[src/rtl/fdiv_pack.sv]
// ============================================================================
// fdiv_pack -- output stage of the single-precision floating-point divider.
//
// Takes the normalized quotient fraction and exponent-decrement bit from the
// mantissa divider together with the operand signs/exponents, works out the
// result exponent, resolves the special cases (NaN, Inf, zero, overflow,
// underflow) and packs an IEEE-754 word. Two-register valid/ready pipeline:
//   stage 1 : operand class decode, result sign, exponent, quotient fraction
//   stage 2 : packed out_data / out_flags
// Rounding is truncation; subnormal operands and results flush to zero.
//
// Configuration macro: FDIV_EXC_FLAGS_EN
//   defined   -> out_flags = {invalid, divzero, overflow, underflow}, registered
//   undefined -> flag logic absent, out_flags tied to 4'b0000
//
// Ports
//   clk, reset               rising-edge clock, synchronous active-high reset
//   in_valid / in_ready      upstream handshake
//   a_sign, b_sign           dividend / divisor sign
//   a_exp, b_exp             biased exponents
//   a_frac_zero, b_frac_zero operand fraction is all-zero
//   q_frac, q_dec            quotient fraction and exponent-decrement bit
//   out_valid / out_ready    downstream handshake
//   out_data                 {sign, exp, frac}
//   out_flags                {invalid, divzero, overflow, underflow}
// ============================================================================
module fdiv_pack #(
    parameter int WIDTH     = 23,
    parameter int EXP_WIDTH = 8,
    parameter int BIAS      = 127
) (
    input  logic                     clk,
    input  logic                     reset,
    input  logic                     in_valid,
    output logic                     in_ready,
    input  logic                     a_sign,
    input  logic                     b_sign,
    input  logic [EXP_WIDTH-1:0]     a_exp,
    input  logic [EXP_WIDTH-1:0]     b_exp,
    input  logic                     a_frac_zero,
    input  logic                     b_frac_zero,
    input  logic [WIDTH-1:0]         q_frac,
    input  logic                     q_dec,
    output logic                     out_valid,
    input  logic                     out_ready,
    output logic [EXP_WIDTH+WIDTH:0] out_data,
    output logic [3:0]               out_flags
);

    // Two guard bits keep a_exp - b_exp + BIAS - q_dec exact (no wrap).
    localparam int EW2 = EXP_WIDTH + 2;
    localparam int DW  = EXP_WIDTH + WIDTH + 1;

    localparam logic [EXP_WIDTH-1:0]  EXP_ONES  = {EXP_WIDTH{1'b1}};
    localparam logic [EXP_WIDTH-1:0]  EXP_ZERO  = {EXP_WIDTH{1'b0}};
    localparam logic [WIDTH-1:0]      FRAC_ZERO = {WIDTH{1'b0}};
    localparam logic [WIDTH-1:0]      FRAC_QNAN = {1'b1, {(WIDTH-1){1'b0}}};
    localparam logic signed [EW2-1:0] BIAS_X    = EW2'(BIAS);
    localparam logic signed [EW2-1:0] EXP_OVF   = {2'b00, EXP_ONES};
    localparam logic signed [EW2-1:0] EXP_LOW   = {EW2{1'b0}};

    // ---------------- operand classification (feeds stage 1) ----------------
    logic a_max, b_max, a_nan, b_nan, a_inf, b_inf, a_zero, b_zero;
    logic cls_invalid;
    logic signed [EW2-1:0] exp_calc;

    assign a_max  = (a_exp == EXP_ONES);
    assign b_max  = (b_exp == EXP_ONES);
    assign a_nan  = a_max & ~a_frac_zero;
    assign b_nan  = b_max & ~b_frac_zero;
    assign a_inf  = a_max &  a_frac_zero;
    assign b_inf  = b_max &  b_frac_zero;
    // Subnormals are treated as zero regardless of their fraction.
    assign a_zero = (a_exp == EXP_ZERO);
    assign b_zero = (b_exp == EXP_ZERO);

    assign cls_invalid = a_nan | b_nan | (a_inf & b_inf) | (a_zero & b_zero);

    assign exp_calc = $signed({2'b00, a_exp}) - $signed({2'b00, b_exp})
                    + BIAS_X - $signed({{(EW2-1){1'b0}}, q_dec});

    // ---------------- pipeline registers ----------------
    logic                  s1_valid_q, s1_valid_d;
    logic                  s1_sign_q;
    logic                  s1_inv_q;
    logic                  s1_ainf_q;
    logic                  s1_bzero_q;
    logic                  s1_zero_q;
    logic signed [EW2-1:0] s1_exp_q;
    logic [WIDTH-1:0]      s1_frac_q;

    logic                  out_valid_q, out_valid_d;
    logic [DW-1:0]         out_data_q, out_data_d;

    logic s2_ready, s1_load, s2_load;

    // Handshake: each stage advances only when the stage after it can take data.
    always_comb begin
        s2_ready = ~out_valid_q | out_ready;
        in_ready = ~reset & (~s1_valid_q | s2_ready);
        s1_load  = in_valid & in_ready;
        s2_load  = s1_valid_q & s2_ready;
        if (s1_load) begin
            s1_valid_d = 1'b1;
        end else if (s2_ready) begin
            s1_valid_d = 1'b0;
        end else begin
            s1_valid_d = s1_valid_q;
        end
        if (s2_ready) begin
            out_valid_d = s1_valid_q;
        end else begin
            out_valid_d = out_valid_q;
        end
    end

    // Result packing from stage-1 state; the if-chain order is the case priority.
    always_comb begin
        out_data_d = {DW{1'b0}};
        if (s1_inv_q) begin
            out_data_d = {1'b0, EXP_ONES, FRAC_QNAN};
        end else if (s1_ainf_q) begin
            out_data_d = {s1_sign_q, EXP_ONES, FRAC_ZERO};
        end else if (s1_bzero_q) begin
            // a is finite and nonzero here: both NaN and zero/zero are invalid.
            out_data_d = {s1_sign_q, EXP_ONES, FRAC_ZERO};
        end else if (s1_zero_q) begin
            out_data_d = {s1_sign_q, EXP_ZERO, FRAC_ZERO};
        end else if (s1_exp_q >= EXP_OVF) begin
            out_data_d = {s1_sign_q, EXP_ONES, FRAC_ZERO};
        end else if (s1_exp_q <= EXP_LOW) begin
            out_data_d = {s1_sign_q, EXP_ZERO, FRAC_ZERO};
        end else begin
            out_data_d = {s1_sign_q, s1_exp_q[EXP_WIDTH-1:0], s1_frac_q};
        end
    end

    // Stage-1 and stage-2 datapath/valid registers.
    always_ff @(posedge clk) begin
        if (reset) begin
            s1_valid_q  <= 1'b0;
            s1_sign_q   <= 1'b0;
            s1_inv_q    <= 1'b0;
            s1_ainf_q   <= 1'b0;
            s1_bzero_q  <= 1'b0;
            s1_zero_q   <= 1'b0;
            s1_exp_q    <= {EW2{1'b0}};
            s1_frac_q   <= FRAC_ZERO;
            out_valid_q <= 1'b0;
            out_data_q  <= {DW{1'b0}};
        end else begin
            s1_valid_q  <= s1_valid_d;
            out_valid_q <= out_valid_d;
            if (s1_load) begin
                s1_sign_q  <= a_sign ^ b_sign;
                s1_inv_q   <= cls_invalid;
                s1_ainf_q  <= a_inf;
                s1_bzero_q <= b_zero;
                s1_zero_q  <= a_zero | b_inf;
                s1_exp_q   <= exp_calc;
                s1_frac_q  <= q_frac;
            end
            if (s2_load) begin
                out_data_q <= out_data_d;
            end
        end
    end

    assign out_valid = out_valid_q;
    assign out_data  = out_data_q;

`ifdef FDIV_EXC_FLAGS_EN
    logic [3:0] out_flags_q, out_flags_d;

    // Exception flags follow the same priority as the packed result.
    always_comb begin
        out_flags_d = 4'b0000;
        if (s1_inv_q) begin
            out_flags_d = 4'b1000;
        end else if (s1_ainf_q) begin
            out_flags_d = 4'b0000;
        end else if (s1_bzero_q) begin
            out_flags_d = 4'b0100;
        end else if (s1_zero_q) begin
            out_flags_d = 4'b0000;
        end else if (s1_exp_q >= EXP_OVF) begin
            out_flags_d = 4'b0010;
        end else if (s1_exp_q <= EXP_LOW) begin
            out_flags_d = 4'b0001;
        end else begin
            out_flags_d = 4'b0000;
        end
    end

    // Flag register, loaded together with out_data.
    always_ff @(posedge clk) begin
        if (reset) begin
            out_flags_q <= 4'b0000;
        end else if (s2_load) begin
            out_flags_q <= out_flags_d;
        end else begin
            out_flags_q <= out_flags_q;
        end
    end

    assign out_flags = out_flags_q;
`else
    assign out_flags = 4'b0000;
`endif

endmodule

[config.mk]
export PLATFORM = sky130hd
export DESIGN_NAME = fdiv_pack
export DESIGN_NICKNAME = d
export VERILOG_FILES = /design/src/rtl/fdiv_pack.sv
export SDC_FILE = /design/constraint.sdc
export NUM_CORES = 1
export LEC_CHECK = 0
export ABC_AREA = 1
export CAP_MARGIN = 15
export CORE_MARGIN = 5
export CORE_UTILIZATION = 45
export CTS_CLUSTER_SIZE = 16
export DETAILED_ROUTE_END_ITERATION = 8
export PLACE_DENSITY_LB_ADDON = 0.05
export RECOVER_POWER = 25
export SYNTH_ARGS = -nofsm -noshare
export SYNTH_HDL_FRONTEND = slang
export SYNTH_SLANG_ARGS = --single-unit
[constraint.sdc]
create_clock -name clk -period 3.24 [get_ports clk]
set_input_delay 0.648 -clock clk [delete_from_list [all_inputs] [get_ports clk]]
set_output_delay 0.648 -clock clk [all_outputs]
set_load 0.02 [all_outputs]
==> impl_metrics.env, run 1 <==
export IMPL_crit_required_ns=3.48
export IMPL_power_density_mw_per_mm2=498
export IMPL_io_buffer_count=81
export IMPL_whs_endpoint="s1_frac_q[1]"
export IMPL_cts_num_sinks=72
export IMPL_period_needed_ns=3.07
export IMPL_fin_nets=643
export IMPL_hpwlAfterDp_um=6210
export IMPL_drcViolationCount=0
export IMPL_ant_nets=0
export IMPL_hold_start="s1_frac_q[1]"
export IMPL_place_congestion=0.816
export IMPL_clkTransAtPathRegs_ns=0.08
export IMPL_first_pass_iters=4
export IMPL_critPathCaptureType="flip-flop"
export IMPL_max_slew_margin=0.247
export IMPL_r2r_setup_slack_ns=1.51
export IMPL_cts_tree="yes"
export IMPL_seq_area_frac_synth=0.413
export IMPL_ys_ff_latch=72
export IMPL_fin_setup_tns_ns=0
export IMPL_vdd_ir_drop_max_mv=0.266
export IMPL_worstReg2RegEnd="out_data[31]"
export IMPL_maxCapViolCount=0
export IMPL_insertion_delay_ns=0.34
export IMPL_finalSetupViolCount=0
export IMPL_drv_slew=0
export IMPL_wirelength_um=8400
export IMPL_synth_area_leaders="dfxtp_1 41%, nand2_1 9.8%, o21ai_0 8.3%"
export IMPL_ys_warn_count=0
export IMPL_core_mm2=0.00765
export IMPL_grt_pass1_wl_um=14400
export IMPL_hold_class="reg2reg"
export IMPL_grt_antenna_before_repair=0
export IMPL_drt_iter0_drc=179
export IMPL_fin_skew_ns=0.0166
export IMPL_n_antenna_cell=0
export IMPL_critPathKind="in2reg"
export IMPL_leakage_uw=0.00205
export IMPL_hold_viol_final=0
export IMPL_cts_buffer_depth=2
export IMPL_fmax_mhz=326
export IMPL_outcome="completed"
export IMPL_r2r_start="out_valid"
export IMPL_whs_ns=0.456
export IMPL_initial_core_util=0.457
export IMPL_grt_usage=0.178
export IMPL_cp_max_fo=2
export IMPL_grt_max_degree=62
export IMPL_synthesis_area_mm2=0.00349
export IMPL_syn_inst=481
export IMPL_postSynthAreaPerCell_um2=7.26
export IMPL_vias=3446
export IMPL_grt_pass1_vias=3352
export IMPL_synth_flop_cell="dfxtp_1"
export IMPL_numCtsBuffers=9
export IMPL_grt_remaining_overflow=0
export IMPL_tightest_slew_ns=1.13
export IMPL_syn_to_final_growth_pct=36.8
export IMPL_period_share=0.946
export IMPL_fp_row_count=32
export IMPL_cts_max_level=3
export IMPL_dieWidth_um=98.1
export IMPL_r2r_cells=5
export IMPL_rsz0062_at_grt="yes"
export IMPL_fp_dieH_um=98.1
export IMPL_die_area_mm2=0.00962
export IMPL_vias_per_cell=5.02
export IMPL_cts_root_buf="clkbuf_8"
export IMPL_yosysTopAreaCell="dfxtp_1"
export IMPL_ys_types=32
export IMPL_routedWlPerCell_um=12.2
export IMPL_start_kind="input port"
export IMPL_synth_common_cells="91 x nand2_1, 72 x dfxtp_1, 63 x inv_1"
export IMPL_ios=86
export IMPL_yosysTopAreaCellShare=0.413
export IMPL_drive_gt1_frac=0.0993
export IMPL_synth_edf_count=0
export IMPL_holdPathStages=2
export IMPL_yosysMostFrequentCell="nand2_1"
export IMPL_arrival_ns=3.31
export IMPL_ys_async_sr_fraction=0
## per-stage QoR
stage                      util  total power [uW]  setup slack (ns)  cells  cell area, um^2
after global routing      0.625              2530           -0.0114    686             4780
after CTS                 0.622              2390             0.166    686             4760
after global placement    0.593              1590            -0.103    670             4540
after detailed placement  0.593              1600            -0.199    670             4540
after floorplan               -              1370             0.370    484             3500
final                     0.625              2380             0.174    686             4780
## kinds of logic (layout without fill, tap and decap cells)
family,after synthesis,in the layout,share of synthesized area
buffers and inverters,92,192,0.104
other,1,4,0.00107
DFF,72,72,0.413
and+or+nand+nor,176,176,0.224
AOI/OAI and AO/OA,119,119,0.184
adders and majority gates,16,16,0.0616
xor gates and xnor gates,5,5,0.0125
## sequential cells by signal (all words and copies together), names as in the netlist
| signal | cells |
|---|---|
| s1_frac_q | 23 |
| s1_zero_q | 1 |
| s1_exp_q | 10 |
| s1_valid_q | 1 |
| s1_ainf_q | 1 |
| out_valid | 1 |
| s1_bzero_q | 1 |
| out_data | 32 |
| s1_sign_q | 1 |
| s1_inv_q | 1 |
## where the power goes
part           internal, uW  total, uW  leakage, uW  switching (uW)
clock                   442        790     0.000115             348
combinational           280        618      0.00135             338
sequential              944        974     0.000590            29.9
total                  1670       2380      0.00205             717
## cell type report
cell class	count	area, um^2
inverter	69	259
clock inverter	7	100
sequential	72	1440
timing repair buffer	107	1000
clock buffer	9	124
tap	102	128
multi-input combinational	320	1730
fill	724	2870
## metal layers
| metal | routed length (um) | track usage | share of wire |
|---|---|---|---|
| met5 | 0 | 0 | 0 |
| met2 | 3860 | 0.301 | 0.46 |
| met3 | 431 | 0.0436 | 0.051 |
| met4 | 60 | 0.0490 | 0.0071 |
| met1 | 4050 | 0.227 | 0.48 |
## how the worst max path moves through the flow
stage               slack, ns  cells after the start     start     endpoint
floorplan                0.37                     14  a_exp[0]  s1_exp_q[7]
global placement        -0.10                     18  a_exp[0]  s1_exp_q[8]
detailed placement      -0.20                     19  a_exp[0]  s1_exp_q[8]
CTS                      0.17                     19  a_exp[0]  s1_exp_q[8]
global route            -0.01                     19  a_exp[0]  s1_exp_q[8]
finish                   0.17                     15  a_exp[0]  s1_exp_q[7]
## cell usage in the layout, fill, tap and decap left out, types with 2 or more instances in the layout
| cell | count |
|---|---|
| a21oi_1 | 41 |
| buf_4 | 24 |
| bufinv_16 | 2 |
| clkbuf_8 | 9 |
| clkdlybuf4s50_1 | 80 |
| conb_1 | 4 |
| dfxtp_1 | 72 |
| ha_1 | 13 |
| inv_1 | 64 |
| inv_2 | 5 |
| inv_6 | 3 |
| nand2_1 | 91 |
| nand2_2 | 5 |
| nand3_1 | 39 |
| nand4_1 | 11 |
| nor2_1 | 16 |
| nor2_2 | 2 |
| nor3_1 | 4 |
| nor4_1 | 4 |
| o21ai_0 | 58 |
| o21bai_1 | 2 |
| o31ai_1 | 12 |
| xnor2_1 | 2 |
| xor2_1 | 2 |
## worst max-delay path, cell delays in order
cell             delay [ns]
clkdlybuf4s50_1        0.46
inv_1                  0.05
ha_1                   0.22
fa_2                   0.54
ha_1                   0.17
inv_1                  0.06
fa_1                   0.38
nand3b_1               0.17
and2_1                 0.18
nor2_2                 0.12
nand2_1                0.07
nand3_1                0.07
nand3_1                0.08
nand2_1                0.06
inv_1                  0.04
## repair_timing
action,4_1_cts,5_1_grt
setup endpoints to repair,0,3
gates resized for setup,0,4
hold endpoints to repair,0,0
hold buffers,0,0
setup buffers,0,0
Note: power is estimated with default switching activity, not from simulation.
==> inputs of run 2 (changes only) <==
- ABC_AREA: 1 -> 0
==> impl_metrics.env, run 2 <==
export IMPL_outcome="completed"
export IMPL_ys_warn_count=0
export IMPL_hold_class="reg2reg"
export IMPL_fmax_mhz=318
export IMPL_clkTransAtPathRegs_ns=0.08
export IMPL_ys_async_sr_fraction=0
export IMPL_most_common_layout_cells="72 x dfxtp_1, 62 x clkdlybuf4s50_1, 57 x nand2_1, 47 x nor2_1, 45 x buf_4"
export IMPL_layout_commonest_cell="dfxtp_1"
export IMPL_tightest_slew_ns=1.42
export IMPL_yosysTopAreaCellShare=0.424
export IMPL_drv_slew=0
export IMPL_ys_ff_latch=72
export IMPL_fp_dieH_um=96.9
export IMPL_synthesis_area_mm2=0.00340
export IMPL_synth_xor_area_frac=0.0280
export IMPL_grt_usage=0.176
export IMPL_synth_simple_gate_area_frac=0.246
export IMPL_cts_buffer_depth=2
export IMPL_vdd_ir_drop_max_mv=0.281
export IMPL_fin_setup_tns_ns=0
export IMPL_drt_iter0_drc=130
export IMPL_cts_max_level=3
export IMPL_yosysTopAreaCell="dfxtp_1"
export IMPL_start_kind="input port"
export IMPL_maxCapViolCount=0
export IMPL_synth_area_mux_share=0
export IMPL_place_congestion=0.885
export IMPL_nFillCells=659
export IMPL_critPathBufInv=5
export IMPL_cpMostUsedCell="buf_4"
export IMPL_report_power_total_uw=2430
export IMPL_n_antenna_cell=0
export IMPL_ctsHoldBuffers=0
export IMPL_rsz0062_at_grt="no"
export IMPL_crit_required_ns=3.50
export IMPL_synth_common_cells="72 x dfxtp_1, 57 x nand2_1, 48 x nor2_1"
export IMPL_crit_family="compound AO/OA/AOI/OAI gates"
export IMPL_routedWlPerCell_um=13.7
export IMPL_postSynthAreaPerCell_um2=8.35
export IMPL_cp_max_fo=3
export IMPL_largest_register_ffs=32
export IMPL_synth_area_leaders="dfxtp_1 42%, nand2_1 6.3%, nor2_1 5.3%"
export IMPL_period_share=0.971
export IMPL_cts_root_buf="clkbuf_8"
export IMPL_seq_area_frac_synth=0.424
export IMPL_cts_num_sinks=72
export IMPL_r2r_cells=8
export IMPL_grt_pass1_wl_um=14100
export IMPL_wirelength_um=8580
export IMPL_worstReg2RegEnd="out_data[9]"
export IMPL_first_pass_iters=6
export IMPL_synthAdderAreaFrac=0.0633
export IMPL_max_slew_margin=0.0429
export IMPL_syn_inst=407
export IMPL_insertion_delay_ns=0.34
export IMPL_drcViolationCount=0
export IMPL_io_buffer_count=81
export IMPL_period_needed_ns=3.15
export IMPL_ys_types=52
export IMPL_fp_row_count=31
export IMPL_hold_start="s1_frac_q[2]"
export IMPL_die_area_mm2=0.00939
export IMPL_ios=86
export IMPL_numCtsBuffers=9
export IMPL_grt_max_degree=52
export IMPL_critPathKind="in2reg"
export IMPL_synth_top_family_by_area="simple AND/OR/NAND/NOR gates"
export IMPL_r2r_start="out_valid"
export IMPL_cts_tree="yes"
export IMPL_leakage_uw=0.00205
export IMPL_whs_endpoint="s1_frac_q[2]"
export IMPL_vias=3228
export IMPL_critPathCaptureType="flip-flop"
export IMPL_fin_skew_ns=0.0135
export IMPL_synth_compound_area_frac=0.177
export IMPL_core_mm2=0.00729
export IMPL_yosysMostFrequentCell="dfxtp_1"
export IMPL_fin_nets=586
export IMPL_arrival_ns=3.40
export IMPL_ant_nets=0
export IMPL_synth_flop_cell="dfxtp_1"
export IMPL_syn_to_final_growth_pct=42.9
export IMPL_synth_edf_count=0
export IMPL_vias_per_cell=5.16
export IMPL_critical_path_slowest_cell="clkdlybuf4s50_1"
export IMPL_grt_pass1_vias=3118
export IMPL_drive_gt1_frac=0.175
export IMPL_power_density_mw_per_mm2=500
export IMPL_holdPathStages=2
export IMPL_r2r_setup_slack_ns=0.74
export IMPL_hold_viol_final=0
export IMPL_path_cells="clkdlybuf4s50_1 -> inv_2 -> ha_4 -> o21a_1 -> o31a_1 -> a21oi_2 -> buf_4 -> buf_4 -> buf_4 -> ha_4 -> o21ai_1 -> or2b_4 -> o22ai_2 -> a22oi_2 -> a2111o_1 -> a21oi_1"
export IMPL_grt_remaining_overflow=0
export IMPL_finalSetupViolCount=0
export IMPL_slowest_delay_ns=0.49
export IMPL_initial_core_util=0.466
export IMPL_dieWidth_um=96.9
export IMPL_grt_antenna_before_repair=0
export IMPL_hpwlAfterDp_um=6270
run 2: changes by cell type after synthesis, sizes merged, moves of 11 or more:
| cell | delta |
|---|---|
| a21oi | -25 |
| a22oi | +23 |
| inv | -48 |
| nand2 | -39 |
| nand3 | -17 |
| nand3b | +11 |
| nor2 | +32 |
| o21ai | -42 |
| o31ai | -11 |
run 2: kinds of logic (layout without fill, tap and decap cells):
group / Yosys count / count (layout)
compound gates: 85 / 85
xor+xnor: 10 / 10
other cells: 1 / 4
fa+ha+maj: 16 / 16
buf+inv: 48 / 165
simple gates: 175 / 175
flops: 72 / 72
run 2: final cells by class:
| class | instances | area, um^2 | share of cell area |
|---|---|---|---|
| Multi-Input combinational cell | 290 | 1860 | 0.383 |
| Sequential cell | 72 | 1440 | 0.297 |
| Timing Repair Buffer | 128 | 1150 | 0.237 |
| Clock buffer | 9 | 124 | 0.0255 |
| Tap cell | 99 | 124 | 0.0255 |
| Inverter | 21 | 78.8 | 0.0162 |
| Clock inverter | 7 | 77.6 | 0.0160 |
run 2: routing by layer:
layer,vias up,part of all wire,global-route usage
met3,10,0.051,0.0525
li1,1631,-,-
met5,-,0,0
met2,88,0.47,0.289
met4,0,0.0086,0.0389
met1,1499,0.47,0.229
run 2: metrics by stage:
step	utilization	area (um^2)	hold WS, ns	instances	setup slack, ns
after floorplan	-	3440	0.434	410	0.00979
final	0.666	4860	0.454	626	0.0942
after global placement	0.623	4540	0.442	603	-0.383
after CTS	0.660	4810	0.458	625	0.00218
after global routing	0.666	4860	0.477	626	0.0172
after detailed placement	0.623	4540	0.445	603	-0.440
run 2: repair_timing:
item	4_1_cts	5_1_grt
setup buffers	6	1
endpoints found under the hold margin	0	0
gates resized for setup	9	10
setup endpoints to repair	4	4
pin swaps	9	4
run 2: worst max path at each step:
| stage | start | end | slack, ns | depth (start not counted) |
|---|---|---|---|---|
| final | b_exp[3] | s1_exp_q[9] | 0.09 | 16 |
| after global routing | b_exp[2] | s1_exp_q[9] | 0.02 | 16 |
| after CTS | b_exp[0] | s1_exp_q[9] | 0.002 | 14 |
| after detailed placement | a_exp[0] | s1_exp_q[9] | -0.44 | 15 |
| after global placement | a_exp[0] | s1_exp_q[9] | -0.38 | 15 |
| after floorplan | a_exp[0] | s1_exp_q[9] | 0.01 | 14 |
run 2: where the power goes:
| part | internal (uW) | leakage (uW) | switching, uW |
|---|---|---|---|
| Sequential | 953 | 0.000590 | 52.9 |
| Clock | 362 | 0.000100 | 349 |
| Combinational | 376 | 0.00136 | 337 |
| Total | 1690 | 0.00205 | 739 |
run 2: worst register-to-register path: stages, from the launching register on:
cell and delay, ns:
dfxtp_1 0.31, nor2b_1 0.17, nand2b_1 0.18, nor4_1 1.08
inv_2 0.05, nor2_2 0.14, buf_4 0.27, a22oi_1 0.11
nor2_1 0.13
